[src/rtl/load_align_unit.sv]
// load_align_unit
//   Multicycle load path between a synchronous memory and register write-back.
//   A request (byte address, size, signedness) is accepted in IDLE. The unit issues
//   one aligned read, or two when the access crosses a word boundary and MISALIGN=1.
//   It then extracts the addressed little-endian bytes and sign- or zero-extends them.
//   Misaligned accesses with MISALIGN=0, and 8-byte loads on a 32-bit datapath,
//   return an error response instead.
//
// Ports
//   clk         rising-edge clock
//   reset       asynchronous, active-low reset
//   req_valid   request present; accepted when req_ready is high
//   req_ready   high only while idle
//   req_addr    byte address of the load
//   req_size    00=4B, 01=2B, 10=1B, 11=8B
//   req_signed  1 = sign-extend, 0 = zero-extend
//   mem_rd_en   one-cycle read strobe
//   mem_addr    word-aligned read address
//   mem_rdata   read data, valid the cycle after mem_rd_en
//   rsp_valid   response present; held until rsp_ready
//   rsp_ready   consumer accepts the response
//   rsp_data    extended load result (0 on error)
//   rsp_err     response is an error (misaligned or illegal size)
module load_align_unit #(
    parameter int DATA_W   = 32,
    parameter int ADDR_W   = 32,
    parameter int MISALIGN = 0
) (
    input  logic              clk,
    input  logic              reset,
    input  logic              req_valid,
    output logic              req_ready,
    input  logic [ADDR_W-1:0] req_addr,
    input  logic [1:0]        req_size,
    input  logic              req_signed,
    output logic              mem_rd_en,
    output logic [ADDR_W-1:0] mem_addr,
    input  logic [DATA_W-1:0] mem_rdata,
    output logic              rsp_valid,
    input  logic              rsp_ready,
    output logic [DATA_W-1:0] rsp_data,
    output logic              rsp_err
);
    localparam int NB    = DATA_W / 8;
    localparam int OFF_W = $clog2(NB);

    typedef enum logic [2:0] {IDLE, RD0, CAP0, CAP1, RESP, ERR} state_t;
    state_t state, next_state;

    logic [ADDR_W-1:0] addr_q;
    logic [1:0]        size_q;
    logic              signed_q;
    logic [DATA_W-1:0] buf0, buf1;

    logic              req_ready_nxt, mem_rd_en_nxt, rsp_valid_nxt, rsp_err_nxt;
    logic [ADDR_W-1:0] mem_addr_nxt;
    logic [DATA_W-1:0] rsp_data_nxt;

    function automatic logic [3:0] size_bytes(input logic [1:0] size);
        case (size)
            2'b00:   return 4'd4;
            2'b01:   return 4'd2;
            2'b10:   return 4'd1;
            default: return 4'd8;
        endcase
    endfunction

    // Shift the two-word window down to the addressed byte, keep 8n bits and extend.
    // A full-width load (n == NB) has nothing left to extend.
    function automatic logic [DATA_W-1:0] align_ext(input logic [2*DATA_W-1:0] pair,
                                                    input logic [OFF_W-1:0]    off,
                                                    input logic [1:0]          size,
                                                    input logic                sgn);
        logic [2*DATA_W-1:0] shifted;
        logic [DATA_W-1:0]   res;
        logic                fill;
        int                  nbits;
        shifted = pair >> {off, 3'b000};
        nbits   = 8 * int'(size_bytes(size));
        if (nbits > DATA_W) nbits = DATA_W;
        fill = sgn & shifted[nbits-1];
        for (int i = 0; i < DATA_W; i++) res[i] = (i < nbits) ? shifted[i] : fill;
        return res;
    endfunction

    logic [OFF_W-1:0] req_off, off_q;
    logic [3:0]       req_n, n_q;
    logic [4:0]       end_q;
    logic             req_illegal, req_misaligned, crossing;

    assign req_off        = req_addr[OFF_W-1:0];
    assign req_n          = size_bytes(req_size);
    assign req_illegal    = (req_size == 2'b11) && (DATA_W == 32);
    // Sizes are powers of two, so off % n is just the low bits of off.
    assign req_misaligned = ((4'(req_off) & (req_n - 4'd1)) != 4'd0);

    assign off_q    = addr_q[OFF_W-1:0];
    assign n_q      = size_bytes(size_q);
    assign end_q    = 5'(off_q) + 5'(n_q);
    assign crossing = (end_q > 5'(NB));

    // Words are merged on the RESP-entry edge, so the word arriving in that same
    // cycle is taken straight from mem_rdata rather than from its buffer.
    logic [DATA_W-1:0] lo_src, hi_src;
    assign lo_src = (state == CAP0) ? mem_rdata : buf0;
    assign hi_src = (state == CAP1) ? mem_rdata : buf1;

    always_ff @(posedge clk or negedge reset) begin
        if (!reset) begin
            state     <= IDLE;
            req_ready <= 1'b1;
            mem_rd_en <= 1'b0;
            mem_addr  <= '0;
            rsp_valid <= 1'b0;
            rsp_data  <= '0;
            rsp_err   <= 1'b0;
        end else begin
            state     <= next_state;
            req_ready <= req_ready_nxt;
            mem_rd_en <= mem_rd_en_nxt;
            mem_addr  <= mem_addr_nxt;
            rsp_valid <= rsp_valid_nxt;
            rsp_data  <= rsp_data_nxt;
            rsp_err   <= rsp_err_nxt;
        end
    end

    always_comb begin
        next_state = state;
        case (state)
            IDLE: begin
                if (req_valid) begin
                    if (req_illegal || (req_misaligned && (MISALIGN == 0))) next_state = ERR;
                    else                                                    next_state = RD0;
                end
            end
            RD0:     next_state = CAP0;
            CAP0:    next_state = crossing ? CAP1 : RESP;
            CAP1:    next_state = RESP;
            RESP:    if (rsp_ready) next_state = IDLE;
            ERR:     if (rsp_ready) next_state = IDLE;
            default: next_state = IDLE;
        endcase
    end

    // Outputs are registered: this block computes their values for the coming state.
    always_comb begin
        req_ready_nxt = (next_state == IDLE);
        mem_rd_en_nxt = 1'b0;
        mem_addr_nxt  = mem_addr;
        rsp_valid_nxt = (next_state == RESP) || (next_state == ERR);
        rsp_err_nxt   = (next_state == ERR);
        rsp_data_nxt  = rsp_data;
        if (state == IDLE && next_state == RD0) begin
            mem_rd_en_nxt = 1'b1;
            mem_addr_nxt  = {req_addr[ADDR_W-1:OFF_W], {OFF_W{1'b0}}};
        end
        // The second read is strobed during CAP0, right behind the first; it wraps at the top.
        if (state == RD0 && crossing) begin
            mem_rd_en_nxt = 1'b1;
            mem_addr_nxt  = mem_addr + ADDR_W'(NB);
        end
        if (next_state == ERR)
            rsp_data_nxt = '0;
        else if (next_state == RESP && state != RESP)
            rsp_data_nxt = align_ext({hi_src, lo_src}, off_q, size_q, signed_q);
    end

    always_ff @(posedge clk or negedge reset) begin
        if (!reset) begin
            addr_q   <= '0;
            size_q   <= '0;
            signed_q <= 1'b0;
            buf0     <= '0;
            buf1     <= '0;
        end else begin
            if (state == IDLE && req_valid) begin
                addr_q   <= req_addr;
                size_q   <= req_size;
                signed_q <= req_signed;
                buf1     <= '0;
            end
            if (state == CAP0) buf0 <= mem_rdata;
            if (state == CAP1) buf1 <= mem_rdata;
        end
    end
endmodule

[config.mk]
export PLATFORM = sky130hd
export DESIGN_NAME = load_align_unit
export DESIGN_NICKNAME = d
export VERILOG_FILES = /design/src/rtl/load_align_unit.sv
export SDC_FILE = /design/constraint.sdc
export NUM_CORES = 1
export LEC_CHECK = 0
export ABC_CLOCK_PERIOD_IN_PS = 4150
export BUFFER_PORTS_ARGS = -buffer_cell sky130_fd_sc_hd__clkbuf_2
export CAP_MARGIN = 25
export CORE_MARGIN = 4
export CORE_UTILIZATION = 55
export DETAILED_ROUTE_END_ITERATION = 8
export HOLD_SLACK_MARGIN = 0.06
export PLACE_DENSITY = 0.85
export SETUP_SLACK_MARGIN = 0.1
export SYNTH_ARGS = -nofsm -noshare
export SYNTH_HDL_FRONTEND = slang
export SYNTH_SLANG_ARGS = --single-unit
[constraint.sdc]
create_clock -name clk -period 4.15 [get_ports clk]
set_clock_uncertainty 0.15 [all_clocks]
set_input_delay 0.6225 -clock clk [delete_from_list [all_inputs] [get_ports clk]]
set_output_delay 0.6225 -clock clk [all_outputs]
set_load 0.02 [all_outputs]
### After elaboration in Yosys (flattened, before gate mapping)

Cells that the tools add are included.

| cells by class | value |
|---|---|
| add/sub/neg operators | 4 |
| $lt $le $gt $ge | 35 |
| equality and inequality tests | 14 |
| shift-type cells | 1 |
| multiplexer cells | 57 |
| bitwise operators | 2 |
| reduce and logical (&&, ||, !) cells | 15 |

Operators with widths:

| operator | count |
|---|---|
| $lt 6x32->1 const A | 16 |
| $mux 32 | 10 |
| $lt 5x32->1 const A | 8 |
| $lt 4x32->1 const A | 4 |
| $lt 3x32->1 const A | 2 |
| $shr 64x5->64 | 1 |
| $mux 1 | 36 |
| $add 32x3->32 const B | 1 |
| $lt 1x32->1 const A | 1 |
| $lt 2x32->1 const A | 1 |
| $lt 32x8->1 const B | 1 |
| $sub 32x2->32 const B | 1 |
| $pmux 4 s3 | 2 |
| $pmux 3 s5 | 1 |
| $eq 3x3->1 const B | 4 |
| $mux 3 | 4 |
| $mux 4 | 2 |
| $gt 7x6->1 const B | 1 |
| $mux 7 | 1 |
| $bmux 1 s6 | 1 |
| $eq 2x2->1 const B | 3 |
| $eq 3x1->1 const B | 2 |
| $eq 3x2->1 const B | 2 |
| $logic_not 3->1 | 2 |
| other kinds (13) | 21 |

| storage, ports and cells | value |
|---|---|
| register bits after elaboration | 140 |
| input port bits | 71 |

### Longest topological paths before layout

| depth | value |
|---|---|
| word-level depth | 25 |
| depth in mapped cells | 14 |
| gate-level depth less buffers | 11 |

### Worst setup path before layout

OpenSTA, ideal clock, no wires.

| path | value |
|---|---|
| path kind | flip-flop to flip-flop |
| start | register addr_q[1] |
| end | register mem_addr[10] |
| library setup time | 123 ps |
| arrival time | 3008 ps |
| required time | 3877 ps |
| slack | 869 ps |
| cell stages (with the launch flop) | 11 |
| path buffers | 2 |
| path through | dfrtp_1 > clkbuf_1 > inv_1 > fa_1 > and4b_1 > mux2_2 > and2_1 > clkbuf_1 > nor3_1 > a21oi_1 > o221a_1 |

| on the way | value |
|---|---|
| word-level cells in the longest chain between the ends | 7 |
| elaborated cells on any way between the ends | 9 |
| those cells by class | add/sub: 1; order compare: 1; eq/ne: 1; mux: 3; reduce/logical: 3 |

RTL lines:

| item | line | text |
|---|---|---|
| start, declared | 50 | `logic [ADDR_W-1:0] addr_q;` |
| start signal, assigned | 178 | `addr_q <= req_addr;` |
| $add 2x4->5 (*) | 99 | `assign end_q = 5'(off_q) + 5'(n_q);` |
| $gt 5x3->1 (*) | 100 | `assign crossing = (end_q > 5'(NB));` |
| $mux 3 | 138 | `CAP0: next_state = crossing ? CAP1 : RESP;` |
| $pmux 3 s5 | 130 | `case (state)` |
| $eq 3x1->1 | 154 | `if (state == IDLE && next_state == RD0) begin` |
| $logic_and 1x1->1 | 154 |  |
| $reduce_bool 2->1 (no source line) | - |  |
| end signal, assigned | 121 | `mem_addr <= mem_addr_nxt;` |
| end, declared | 37 | `output logic [ADDR_W-1:0] mem_addr,` |

Mark *: on every way between the ends. The rest lies on a longest branch, timed or not.
A chain may end at the register's enable or synchronous reset.

### Worst setup path in the final report

| path | value |
|---|---|
| start | register size_q[0] |
| end | register rsp_data[9] |

| on the way | value |
|---|---|
| word-level cells in the longest chain between the ends | 16 |
| elaborated cells on any way between the ends | 27 |
| those cells by class | add/sub: 2; order compare: 3; eq/ne: 4; mux: 14; bitwise: 1; reduce/logical: 3 |

RTL lines:

| item | line | text |
|---|---|---|
| start, declared | 51 | `logic [1:0] size_q;` |
| start signal, assigned | 179 | `size_q <= req_size;` |
| $eq 2x2->1 (tied with other cells) | 60 | `case (size)` |
| $pmux 4 s3 (*) | 60 |  |
| $mux 4 | 165 | `else if (next_state == RESP && state != RESP)` |
| $mux 4 | 163 | `if (next_state == ERR)` |
| $gt 7x6->1 | 80 | `if (nbits > DATA_W) nbits = DATA_W;` |
| $mux 7 | 80 |  |
| $mux 32 | 165 |  |
| $mux 32 | 163 |  |
| $sub 32x2->32 | 81 | `fill = sgn & shifted[nbits-1];` |
| $bmux 1 s6 | 81 |  |
| $mux 1 (not written as such) (2 in series) | 81 |  |
| $and 1x1->1 | 81 |  |
| $mux 1 | 82 | `for (int i = 0; i < DATA_W; i++) res[i] = (i < nbits) ? shifted[i] : fill;` |
| $mux 32 | 165 |  |
| $mux 32 | 163 |  |
| end signal, assigned | 123 | `rsp_data <= rsp_data_nxt;` |
| end, declared | 41 | `output logic [DATA_W-1:0] rsp_data,` |

Mark *: on every way between the ends. The rest lies on a longest branch, timed or not. The select of a mux whose other input is x is not followed.

==> results by stage <==
Outcome:
- The flow ran to the end, and the final reports show no timing, DRC or antenna violations.

Critical path:
- The cell family contributing the most delay on the critical path is compound AO/OA/AOI/OAI gates.
- The startpoint of the worst setup timing path is size_q[0].
- By startpoint and endpoint, the worst setup path is classified as reg -> reg.
- The data arrival time of the critical path is between 3 and 4 ns.
- The flop-to-flop setup slack is approximately 0.43 ns.
- The critical path's largest stage delay is around 0.98 ns.
- The required arrival time at the worst endpoint is 4.32 ns.
- Of all nets on the critical path, the largest fanout is 9.
- The signal on the critical path passes through inv_1 -> ha_1 -> ha_1 -> inv_1 -> fa_1 -> and4b_1 -> mux2_2 -> a21oi_1 -> a211oi_1 -> a32oi_1 -> o21ai_1.
- The worst register-to-register path begins at size_q[0].
- The kind of end point of the critical path is a flop.
- The count of buffer and inverter cells on the critical path is 2.
- The worst setup path is launched from a flop.
- The highest-delay cell along the critical path is sky130_fd_sc_hd__a211oi_1.

Clocking:
- The insertion delay of the later-clocked pin in the worst-skew pair is 0.41 ns.
- The clock passes through at most 2 buffers.
- The total of hold buffers inserted after clock tree synthesis is 0.
- The tree is rooted in a sky130_fd_sc_hd__clkbuf_16.
- CTS built an H-tree with a depth of 4.
- TritonCTS built the clock tree.
- The clock edge transition at the registers on the reported setup and hold paths is about 0.060 ns.
- The number of buffers inserted during clock tree synthesis is 17.
- The tree built by TritonCTS fans out to about 130 sinks.

STA:
- The summed negative setup slack over all endpoints is 0 ns.
- The count of pins over their slew limit is 0.
- The normalized max-slew margin is about 25%.
- Setup repair after global routing left no endpoint under its margin.
- The final hold violation count is 0.
- The final-report setup violation count is 0.
- The maximum achievable frequency is around 0.27 GHz.
- The actual slew at the worst max-slew pin is between 1 and 1.5 ns.
- The part of the cycle the worst path needs is 89.7%.
- Counting I/O delays and the setup requirement, the final critical path takes 3.72 ns.

Layout:
- The layout has 911 filler cells.
- The layout-stage area growth over the synthesis result is 20.4%.
- The multi-input combinational cell area is 3430 um2.
- Once layout is complete, the cells apart from fillers number just under 1,000.
- After routing the design area is roughly 8500 um2.
- The footprint of the flip-flops and latches is 3280 um2.
- 0 antenna diodes ended up in the layout.
- The share of final-layout standard cells stronger than drive strength 1 is ~30%.
- For this run, the post-layout net count is slightly below 900.
- For this run, the share of the core covered by cells in the final layout is about 68%.

Detailed routing:
- Across all layers, the routed design uses roughly 6,000 vias.
- The top layer used by detailed routing is met4.
- Using the TritonRoute via totals, the vias-per-cell ratio works out to between 6 and 7.
- The met1 wire length is about 8.0 mm.
- Before antenna repair, the detailed router went through 5 iterations.
- Once detail routing completed, the nets flagged for antenna violations numbered 0.
- Dividing the detail-routed wire length by the instance count gives 19.9 um.
- The wire length on met2 is around 9.5 mm.
- The overall routed net length is 19.5 mm.
- After the first detailed-routing iteration, the DRC count stood at 682.
- The sum of met3 wire segment lengths after detailed routing is around 1.4 mm.
- After detailed routing, the number of remaining DRC violations is 0.

GRT:
- For this run, the total global-route usage over all layers was measured as between 20% and 30%.
- The remaining global-route overflow is 0.
- The first global-routing pass estimated around 32 mm of wire.
- The number of global-route vias before repair is between 6,000 and 7,000.
- The number of antenna violations at the first check in global routing is 0.
- The pin count of the biggest net entering global routing is a little over 70.

Placed design:
- Once detailed placement completed, the half-perimeter wirelength came to 13.4 mm.
- Counting tap cells, the placed design contains a total of ~940 instances.
- At the end of routability-driven placement, the weighted congestion stood at 0.894.
- Buffers placed on the I/O ports in this run total ~140.
- The cell area after placement is slightly below 8000 um2.

Yosys:
- The number of distinct library cells after synthesis is 64.
- Counting flops with an async set or reset pin after synthesis yields a share of 100%.
- The count of state elements after synthesis is 131.
- The post-synthesis average cell area is between 10 and 15 um2.
- The synthesized design contains 0 enable-type register cells.
- Synthesis produced about 660 cells.
- The flip-flop cell with the highest count after synthesis is sky130_fd_sc_hd__dfrtp_1.
- After synthesis the cells add up to between 7000 and 8000 um2.
- The Yosys step of the flow raised 0 warnings.
- After synthesis, flip-flops and latches occupy 46.3% of the total area.

Power:
- IR analysis of the VDD net gives a maximum drop of roughly 0.5 mV.
- The cell area power density is ~850 nW/um2.
- The design draws around 7.2 mW.
- The reported leakage power is between 4 and 5 nW.

Floorplanning:
- The site row count is 41.
- Measured along the x axis, the die boundary spans about 120 um.
- The die covers around 15,000 um2.
- The die is approximately 120 um tall.
- The total area inside the core boundary comes to between 10,000 and 15,000 um2.
- The initial standard-cell utilization of the core is between 50% and 60%.
- The number of ports placed on the die boundary is roughly 140.

Run:
- Across the run, the number of max-cap violations was 0.

Hold path:
- The kind of path behind the tightest hold check is in -> async.
## synthesized netlist by cell type, types with 3 or more instances
cell type,count,area (um2)
sky130_fd_sc_hd__clkbuf_1,27,101
sky130_fd_sc_hd__nor4_1,4,25.0
sky130_fd_sc_hd__o21ai_1,26,130
sky130_fd_sc_hd__o22ai_1,3,18.8
sky130_fd_sc_hd__nand2_1,28,105
sky130_fd_sc_hd__buf_1,3,11.3
sky130_fd_sc_hd__nor2_1,62,233
sky130_fd_sc_hd__nand4_1,6,37.5
sky130_fd_sc_hd__nor3_1,9,45.0
sky130_fd_sc_hd__o21bai_1,3,22.5
sky130_fd_sc_hd__inv_1,49,184
sky130_fd_sc_hd__a211oi_1,19,143
sky130_fd_sc_hd__a22o_1,7,61.3
sky130_fd_sc_hd__and4_1,4,35.0
sky130_fd_sc_hd__and2_1,7,43.8
sky130_fd_sc_hd__a311oi_1,7,61.3
sky130_fd_sc_hd__mux4_2,15,338
sky130_fd_sc_hd__nand2b_1,3,18.8
sky130_fd_sc_hd__ha_1,11,138
sky130_fd_sc_hd__nor2b_1,3,18.8
sky130_fd_sc_hd__buf_2,12,60.1
sky130_fd_sc_hd__mux2_2,25,282
sky130_fd_sc_hd__o21ai_0,8,40.0
sky130_fd_sc_hd__a31oi_1,5,31.3
sky130_fd_sc_hd__nand3_1,11,55.1
sky130_fd_sc_hd__a32oi_1,25,219
sky130_fd_sc_hd__o2111ai_1,4,35.0
sky130_fd_sc_hd__o221a_1,4,45.0
sky130_fd_sc_hd__a21oi_1,19,95.1
sky130_fd_sc_hd__and3_1,8,50.1
sky130_fd_sc_hd__a21o_1,4,30.0
sky130_fd_sc_hd__mux2_1,4,45.0
sky130_fd_sc_hd__dfrtp_1,130,3250
sky130_fd_sc_hd__mux2i_1,70,701
## routing by layer
metal	vias up	global-route usage, %
met5	-	0
met4	0	10.2
met3	50	6.53
met2	321	42.8
met1	2936	36.6
li1	2702	-
## flip-flops by register name (all words and copies together) (netlist names)
register / flops
mem_rd_en: 1
rsp_valid: 1
rsp_err: 1
signed_q: 1
req_ready: 1
size_q: 2
rsp_data: 32
state: 3
buf0: 32
addr_q: 2
buf1: 25
mem_addr: 30
## layout make-up
class                           instances  area share [%]
Clock buffer                           19            5.08
Multi-Input combinational cell        437            40.2
Clock inverter                         13            1.48
Inverter                               49            2.16
Timing Repair Buffer                  155            10.1
Sequential cell                       131            38.5
Tap cell                              172            2.52
## final timing paths
path / end / cells past startpoint
min: buf1[9] / 1
min in group clk: signed_q / 2
min reg2reg: buf0[9] / 2
max in group asynchronous: buf1[13] / 2
max: rsp_data[9] / 11
max reg2reg: rsp_data[9] / 11
## timing repair
item / 4_1_cts / 5_1_grt
buffers inserted: 0 / 0
resized for setup: 0 / 1
endpoints found under the setup margin: 0 / 2
## metrics by stage
step,hold slack (ns),worst slack (ns)
2_1_floorplan,0.177,0.869
3_3_place_gp,0.312,0.680
3_5_place_dp,0.320,0.522
4_1_cts,0.172,0.468
5_1_grt,0.195,0.211
6_report,0.139,0.427
## placed cells by master, fill, tap and decap left out, types with 3 or more instances in the layout
master                       synthesis  final
sky130_fd_sc_hd__a211oi_1           19     18
sky130_fd_sc_hd__a21o_1              4      4
sky130_fd_sc_hd__a21oi_1            19     18
sky130_fd_sc_hd__a22o_1              7      7
sky130_fd_sc_hd__a311oi_1            7      7
sky130_fd_sc_hd__a31oi_1             5      5
sky130_fd_sc_hd__a32oi_1            25     25
sky130_fd_sc_hd__and2_1              7      7
sky130_fd_sc_hd__and3_1              8      8
sky130_fd_sc_hd__and4_1              4      4
sky130_fd_sc_hd__buf_4               2     17
sky130_fd_sc_hd__clkbuf_16           0     17
sky130_fd_sc_hd__clkbuf_2            0    135
sky130_fd_sc_hd__clkinvlp_4          0      6
sky130_fd_sc_hd__dfrtp_1           130    129
sky130_fd_sc_hd__ha_1               11     11
sky130_fd_sc_hd__inv_1              49     49
sky130_fd_sc_hd__inv_6               0      3
sky130_fd_sc_hd__mux2_1              4      4
sky130_fd_sc_hd__mux2_2             25     25
sky130_fd_sc_hd__mux2i_1            70     70
sky130_fd_sc_hd__mux4_2             15     15
sky130_fd_sc_hd__nand2_1            28     28
sky130_fd_sc_hd__nand2b_1            3      3
sky130_fd_sc_hd__nand3_1            11     11
sky130_fd_sc_hd__nand4_1             6      6
sky130_fd_sc_hd__nor2_1             62     61
sky130_fd_sc_hd__nor2b_1             3      3
sky130_fd_sc_hd__nor3_1              9      8
sky130_fd_sc_hd__nor4_1              4      4
sky130_fd_sc_hd__o2111ai_1           4      4
sky130_fd_sc_hd__o21ai_0             8      8
sky130_fd_sc_hd__o21ai_1            26     26
sky130_fd_sc_hd__o21bai_1            3      3
sky130_fd_sc_hd__o221a_1             4      4
sky130_fd_sc_hd__o22ai_1             3      3
## kinds of logic after synthesis
family	share of synthesized area (%)
flip-flops	46.3
AND/OR/NAND/NOR	10.7
XOR/XNOR	0.124
adder cells (fa/ha/maj)	2.23
AO/OA/AOI/OAI	15.8
buffers and inverters	5.56
multiplexers	19.3
other	0.0529
## report_power, final
part / internal (mW) / total, mW / switching [mW]
registers: 1.79 / 2.19 / 0.392
clock network: 0.832 / 1.43 / 0.593
logic: 1.43 / 3.64 / 2.21
No activity file was read; power rests on OpenSTA's default activity.
